==> config.mk <==
export PLATFORM = sky130hd
export DESIGN_NAME = frequency_window_analyzer
export DESIGN_NICKNAME = d
export VERILOG_FILES = /design/src/rtl/freq_analyzer_pkg.sv /design/src/rtl/sync_rise_detector.sv /design/src/rtl/frequency_window_analyzer.sv
export SDC_FILE = /design/constraint.sdc
export NUM_CORES = 1
export LEC_CHECK = 0
export ABC_AREA = 1
export CAP_MARGIN = 20
export CORE_MARGIN = 8
export CORE_UTILIZATION = 51
export DETAILED_ROUTE_END_ITERATION = 12
export PLACE_DENSITY = 0.74
export SETUP_SLACK_MARGIN = 0.2
export SLEW_MARGIN = 0
export SYNTH_ARGS = -nofsm -noshare
export SYNTH_HDL_FRONTEND = slang
export SYNTH_HIERARCHICAL = 1
export SYNTH_SLANG_ARGS = --single-unit
==> constraint.sdc <==
create_clock -name clock -period 6.2 [get_ports clock]
set_clock_uncertainty 0.2 [all_clocks]
set_input_delay 1.24 -clock clock [delete_from_list [all_inputs] [get_ports clock]]
set_output_delay 1.24 -clock clock [all_outputs]
set_load 0.01 [all_outputs]
==> src/rtl/freq_analyzer_pkg.sv <==
// Shared state encodings and default widths for the frequency window analyzer.
package freq_analyzer_pkg;

    localparam int DEF_COUNT_WIDTH  = 32;
    localparam int DEF_WINDOW_WIDTH = 32;

    typedef enum logic [1:0] {
        ST_IDLE     = 2'b00,
        ST_COUNTING = 2'b01
    } state_t;

endpackage

==> src/rtl/sync_rise_detector.sv <==
// Synchroniser chain (STAGES flops, 0 = already synchronous) plus history flop; rise is a 1-cycle pulse.
// Every flop holds while enable is low; synchronous active-low reset clears the chain and history.
module sync_rise_detector #(
    parameter int STAGES = 2
) (
    input  logic clock,
    input  logic reset,
    input  logic enable,
    input  logic din,
    output logic rise
);

    logic level;
    logic hist;

    generate
        if (STAGES == 0) begin : g_direct
            assign level = din;
        end else begin : g_sync
            logic [STAGES-1:0] sync_q;

            always_ff @(posedge clock) begin
                if (!reset) begin
                    sync_q <= '0;
                end else if (enable) begin
                    sync_q[0] <= din;
                    for (int i = 1; i < STAGES; i++) begin
                        sync_q[i] <= sync_q[i-1];
                    end
                end
            end

            assign level = sync_q[STAGES-1];
        end
    endgenerate

    always_ff @(posedge clock) begin
        if (!reset) begin
            hist <= 1'b0;
        end else if (enable) begin
            hist <= level;
        end
    end

    assign rise = level & ~hist;

endmodule

==> src/rtl/frequency_window_analyzer.sv <==
// Counts signal_in rising edges between start/stop rising edges; result_valid one clock after stop is sampled.
// No backpressure: results are overwritten by the next window, enable low freezes all state.
module frequency_window_analyzer
    import freq_analyzer_pkg::*;
#(
    parameter int COUNT_WIDTH      = DEF_COUNT_WIDTH,
    parameter int WINDOW_WIDTH     = DEF_WINDOW_WIDTH,
    parameter int MAX_WINDOW_TICKS = 100000,
    parameter int SYNC_STAGES      = 2
) (
    input  logic                    clock,
    input  logic                    reset,
    input  logic                    enable,
    input  logic                    start_analyzer,
    input  logic                    stop_analyzer,
    input  logic                    signal_in,
    output logic [COUNT_WIDTH-1:0]  edge_count,
    output logic [WINDOW_WIDTH-1:0] window_ticks,
    output logic                    result_valid,
    output logic                    overflow,
    output logic                    timeout,
    output logic                    busy
);

    localparam logic [WINDOW_WIDTH-1:0] MAX_TICKS = WINDOW_WIDTH'(MAX_WINDOW_TICKS);

    logic start_rise;
    logic stop_rise;
    logic sig_rise;

    state_t                  state;
    logic [COUNT_WIDTH-1:0]  live_cnt;
    logic [WINDOW_WIDTH-1:0] live_ticks;
    logic                    live_ovf;

    logic [COUNT_WIDTH-1:0]  cnt_next;
    logic [WINDOW_WIDTH-1:0] ticks_next;
    logic                    ovf_next;

    sync_rise_detector #(.STAGES(0)) u_start_edge (
        .clock  (clock),
        .reset  (reset),
        .enable (enable),
        .din    (start_analyzer),
        .rise   (start_rise)
    );

    sync_rise_detector #(.STAGES(0)) u_stop_edge (
        .clock  (clock),
        .reset  (reset),
        .enable (enable),
        .din    (stop_analyzer),
        .rise   (stop_rise)
    );

    sync_rise_detector #(.STAGES(SYNC_STAGES)) u_sig_edge (
        .clock  (clock),
        .reset  (reset),
        .enable (enable),
        .din    (signal_in),
        .rise   (sig_rise)
    );

    // Overflow flags an edge that was lost because the counter was already all-ones.
    always_comb begin
        cnt_next   = live_cnt;
        ovf_next   = live_ovf;
        ticks_next = live_ticks + WINDOW_WIDTH'(1);
        if (sig_rise) begin
            if (&live_cnt) begin
                ovf_next = 1'b1;
            end else begin
                cnt_next = live_cnt + COUNT_WIDTH'(1);
            end
        end
    end

    always_ff @(posedge clock) begin
        if (!reset) begin
            state        <= ST_IDLE;
            live_cnt     <= '0;
            live_ticks   <= '0;
            live_ovf     <= 1'b0;
            edge_count   <= '0;
            window_ticks <= '0;
            overflow     <= 1'b0;
            result_valid <= 1'b0;
            timeout      <= 1'b0;
            busy         <= 1'b0;
        end else if (enable) begin
            result_valid <= 1'b0;
            timeout      <= 1'b0;
            case (state)
                ST_IDLE: begin
                    if (start_rise) begin
                        state      <= ST_COUNTING;
                        busy       <= 1'b1;
                        live_cnt   <= '0;
                        live_ticks <= '0;
                        live_ovf   <= 1'b0;
                    end
                end
                ST_COUNTING: begin
                    if (stop_rise) begin
                        edge_count   <= cnt_next;
                        window_ticks <= ticks_next;
                        overflow     <= ovf_next;
                        result_valid <= 1'b1;
                        live_cnt     <= '0;
                        live_ticks   <= '0;
                        live_ovf     <= 1'b0;
                        // A coincident start opens the next window with no dead cycle.
                        if (!start_rise) begin
                            state <= ST_IDLE;
                            busy  <= 1'b0;
                        end
                    end else if (ticks_next == MAX_TICKS) begin
                        timeout <= 1'b1;
                        state   <= ST_IDLE;
                        busy    <= 1'b0;
                    end else begin
                        live_cnt   <= cnt_next;
                        live_ticks <= ticks_next;
                        live_ovf   <= ovf_next;
                    end
                end
                default: begin
                    state <= ST_IDLE;
                    busy  <= 1'b0;
                end
            endcase
        end
    end

endmodule

# After elaboration in Yosys (flattened, before gate mapping)
# Cells that the tools add are included.
word_totals:
  ff_bits: 140
  input_bits: 6
  output_inout_bits: 68
  word_cells: 64
classes:
  addsub: 2
  eq_ne: 6
  n_mux: 30
  n_bitwise: 6
  n_reduce_logical: 6
ops:
  columns: ["op", "n"]
  rows:
  - ["32-bit 2-to-1 mux", 7]
  - ["32-bit case mux with 2 select lines", 2]
  - ["32-bit by 1-bit adder with 32-bit output, second input constant", 2]
  - ["32-bit by 17-bit == test with 1-bit output, second input constant", 1]
  - ["32-bit AND reduction", 1]
  - ["1-bit 2-to-1 mux", 14]
  - ["3-bit != test, second input constant", 3]
  - ["2-bit 2-to-1 mux", 4]
  - ["4-bit AND reduction", 2]
  - ["1-bit case mux with 2 select lines", 2]
  - ["2-bit case mux with 2 select lines", 1]
  - ["1-bit bitwise AND", 3]
  - ["1-bit inverter", 3]
  - ["3-bit AND reduction", 1]
  - ["2-bit by 1-bit == test with 1-bit output, second input constant", 1]
  - ["2-bit zero test", 1]
  - ["2-bit != test, second input constant", 1]
  - ["2-bit nonzero test", 1]

# Longest topological paths before layout
depth:
  ltp_word: 6
  ltp_mapped: 18
  ltp_nobuf: 16

# By module
# The synthesis kept the hierarchy.
by_module_without_submodules:
  columns: ["module", "instances", "cells_each", "area_each_um2", "seq_area_each_um2"]
  rows:
  - ["frequency_window_analyzer", 1, 1232, 7727.4, 2662.6]
  - ["sync_rise_detector (u_sig_edge)", 1, 19, 120.1, 60.1]
  - ["sync_rise_detector (u_start_edge ...)", 2, 7, 45.0, 20.0]

# Worst setup path before layout
# No wires, ideal clock.
synth_timing:
  path_kind: "input-to-reg"
  start: "input port stop_analyzer"
  end: "register live_cnt[10]"
  setup_ps: 115
  t_arrival_ps: 2555
  t_required_ps: 5885
  slack_ps: 3330
  stages: 16
  path_buffers: 2
  path_cell_list: "inv_1 -> nor2_1 -> nor2_1 -> nand2_1 -> nor2_1 -> nand2_1 -> nor2_1 -> nand2_1 -> nor2_1 -> nand2_1 -> nor2_2 -> nand3_2 -> buf_6 -> buf_2 -> a21oi_1 -> nor2_1"
synth_between:
  elab_chain_len: 3
  elab_cells_between_ends: 5
  classes_between: "1 x eq/ne; 2 x mux; 1 x bitwise; 1 x reduce/logical"
synth_rtl:
  columns: ["element", "line_no", "source"]
  rows:
  - ["start: declaration", "frequency_window_analyzer.sv:15", "input logic stop_analyzer,"]
  - ["1-bit bitwise AND (*)", "sync_rise_detector.sv:45", "assign rise = level & ~hist;"]
  - ["via stop_rise", "frequency_window_analyzer.sv:28", "logic stop_rise;"]
  - ["3-bit != test (no line) / 32-bit 2-to-1 mux (equally long branches)", null, null]
  - ["4-bit AND reduction (no line) / 32-bit case mux with 2 select lines (equally long branches)", null, null]
  - ["end signal: assignment", "frequency_window_analyzer.sv:122", "live_cnt <= cnt_next;"]
  - ["end: declaration", "frequency_window_analyzer.sv:32", "logic [COUNT_WIDTH-1:0] live_cnt;"]
# Mark *: on every way through the listed nets, which the timed path passes. The rest lies on a longest branch.
# A chain may end at the register's enable or synchronous reset.

# Worst setup path in the final report
layout_timing:
  start: "input port stop_analyzer"
  end: "register live_cnt[23]"
# The elaborated chain is that of the path after synthesis.

==> results.tsv <==
metric	value	unit
status	completed	
synthCells	1265	
htreeDepth	4	
wirelength	21400	um
powerDensity	256	nW/um^2
irDropWorstVdd	207	uV
slew_violations	0	
leakage	3.77	nW
synth_seq_cells	138	
grt_pass1_wl	36400	um
area_delta_synth_final	17.2	%
crit_required	6.31	ns
die_w	141	um
die_height	141	um
cts.sinks	138	
end_kind	flip-flop	
crit_top_cell	nor2_1	
hold_ws	0.274	ns
core-area	15200	um^2
synth_edf_count	0	
cp_max_fo	101	
path_cells	clkdlybuf4s50_1, inv_1, nor2_1, nor2_1, nand2_1, nor2_1, nand2_1, nor2_1, nand2_1, nor2_1, nand2_1, nor2_2, nand3_4, buf_4, nand3_1, nand2_1, nor2_1	
cpLargestDelayFamily	simple AND/OR/NAND/NOR gates	
avgSynthCellArea	6.27	um^2
rrSetupSlack	2.64	ns
synthFlopType	dfxtp_1	
postLayoutCellArea	9300	um^2
grt_max_degree	102	
nNetsFinal	1299	
initial_core_util	52.2	%
hold_class	reg -> reg	
antenna_found_initial	0	
postCtsHoldBufs	0	
crit_buf_inv	3	
netlist_area	7940	um^2
worstSetupPathType	in -> reg	
cts_tree	yes	
yosysWarnings	6	
clockBufferDepth	2	
critPathMaxStageDelay	0.81	ns
diodes	0	
hold_viol	0	
clkTransAtPathRegs	0.06	ns
max_cap_viol_count	0	
rsz0062_at_grt	no	
clock.fmax	0.260	GHz
place_area	8660	um^2
detail_route.wl_per_cell	14.3	um
clk_latency	0.43	ns
port_buffers	73	
period_minus_slack	3.84	ns
max_slew_margin	33.2	%
finalCritPeriodShare	62.0	%
firstDrtPassIters	6	
cp_slowest_cell	buf_4	
finalSetupViolCount	0	
async_reset_ff_share	0	%
io_pins	74	
first_global_vias	7511	
fin_setup_tns	0	ns
seq_area_frac_synth	34.8	%
ctsResizeCount	0	
drt_iter0_markers	670	
start_kind	primary input	
fillCellCount	1466	
synth.distinct_cells	32	
ant_nets	0	
drc	0	
max_slew.worst_pin.slew	1.00	ns
dp_hpwl	14500	um
rows	45	
cts-root-buf	clkbuf_16	
critical_path_arrival	3.96	ns
post-cts-setup-buffers	0	
gp_congestion	0.952	
syn_nets	1274	
route.vias.total	7973	
dieArea	19800	um^2
grt_usage	21.9	%
numCtsBuffers	17	
vias_per_cell	5.35	
grt_remaining_overflow	0	
layout-drive-gt1-share	4.91	%
==> cell type report <==
class                           count  area (um^2)  share of cell area [%]
Timing Repair Buffer               80          781                    8.39
Sequential cell                   138         2760                    29.7
Inverter                          114          428                    4.60
Clock buffer                       22          474                    5.10
Clock inverter                     10          165                    1.78
Multi-Input combinational cell    939         4450                    47.9
Tap cell                          188          235                    2.53
==> final timing paths <==
| check | start | end | depth (start not counted) |
|---|---|---|---|
| setup / recovery | stop_analyzer | live_cnt[23]$_SDFFE_PN0P_ | 17 |
| hold / removal | result_valid$_SDFFE_PN0P_ | result_valid$_SDFFE_PN0P_ | 2 |
| setup reg to reg | live_ticks[0]$_SDFFE_PN0P_ | live_cnt[23]$_SDFFE_PN0P_ | 16 |
| hold reg to reg | result_valid$_SDFFE_PN0P_ | result_valid$_SDFFE_PN0P_ | 2 |
==> metal layers <==
layer | vias up | routed length (um) | GRT usage [%]
li1 | 4158 | - | -
met1 | 3598 | 9330 | 25.6
met2 | 175 | 10700 | 39.0
met3 | 42 | 759 | 3.75
met4 | 0 | 564 | 8.88
met5 | - | 0 | 0
==> placed cells by master, fill, tap and decap left out, types with 24 or more instances in the layout <==
cell type,n
o21ai_0,76
dfxtp_1,138
o21bai_1,24
clkdlybuf4s50_1,72
o211ai_1,27
nand3_1,126
nand2_1,334
inv_1,111
nor2_1,161
a21oi_1,100
==> worst register-to-register path, stage by stage (launching register included) <==
cell	delay [ns]
dfxtp_1	0.44
ha_1	0.24
nand3_2	0.13
inv_2	0.12
nand2_1	0.11
nor2_4	0.17
nand2_1	0.09
or2_0	0.20
nand2_1	0.09
inv_1	0.06
nand2_1	0.07
nor2_2	0.06
nand3_4	0.27
buf_4	0.81
nand3_1	0.23
nand2_1	0.12
nor2_1	0.05
==> cells by family (layout without fill, tap and decap cells) <==
| family | after synthesis | after routing | synth area share, % |
|---|---|---|---|
| AO/OA/AOI/OAI | 230 | 230 | 16.2 |
| XOR/XNOR | 25 | 25 | 2.76 |
| adder cells (fa/ha/maj) | 3 | 3 | 0.473 |
| buffers and inverters | 188 | 226 | 9.55 |
| flip-flops | 138 | 138 | 34.8 |
| AND/OR/NAND/NOR | 681 | 681 | 36.3 |
==> flip-flops by register name, summed over array words and instances, names as in the netlist <==
register                  count
result_valid                  1
overflow                      1
u_stop_edge/hist              1
live_cnt                     32
window_ticks                 32
edge_count                   32
u_sig_edge/hist               1
live_ovf                      1
live_ticks                   32
busy                          1
u_sig_edge/g_sync.sync_q      2
u_start_edge/hist             1
timeout                       1
==> power by group <==
| part | internal (mW) | switching [mW] | total [mW] |
|---|---|---|---|
| Clock | 0.706 | 0.398 | 1.10 |
| Combinational | 0.112 | 0.176 | 0.288 |
| Sequential | 0.935 | 0.0557 | 0.991 |
| Total | 1.75 | 0.630 | 2.38 |
==> synth_stat cells, types with 5 or more instances <==
| cell | instances | area, um^2 |
|---|---|---|
| inv_1 | 111 | 417 |
| xnor2_1 | 7 | 61.3 |
| xor2_1 | 18 | 158 |
| nand3b_1 | 10 | 75.1 |
| o211ai_1 | 27 | 203 |
| nand2_1 | 335 | 1260 |
| dfxtp_1 | 138 | 2760 |
| o21bai_1 | 24 | 180 |
| nand2_2 | 5 | 31.3 |
| nor2_1 | 164 | 616 |
| nor2_2 | 8 | 50.1 |
| nand3_1 | 126 | 631 |
| nor3_1 | 13 | 65.1 |
| a21oi_1 | 100 | 500 |
| buf_2 | 6 | 30.0 |
| clkbuf_1 | 52 | 195 |
| nand4_1 | 11 | 68.8 |
| o21ai_0 | 76 | 380 |
| buf_1 | 8 | 30.0 |
==> stage by stage <==
step                util (%)  std cells  worst slack [ns]  total power, mW
floorplan                  -       1265              3.33             1.21
global placement        57.0       1459              2.04             1.29
finish                  61.2       1491              2.36             2.38
CTS                     61.2       1491              2.42             2.39
detailed placement      57.0       1459              1.99             1.30
global route            61.2       1491              2.10             2.48
No activity file was read; power rests on OpenSTA's default activity.
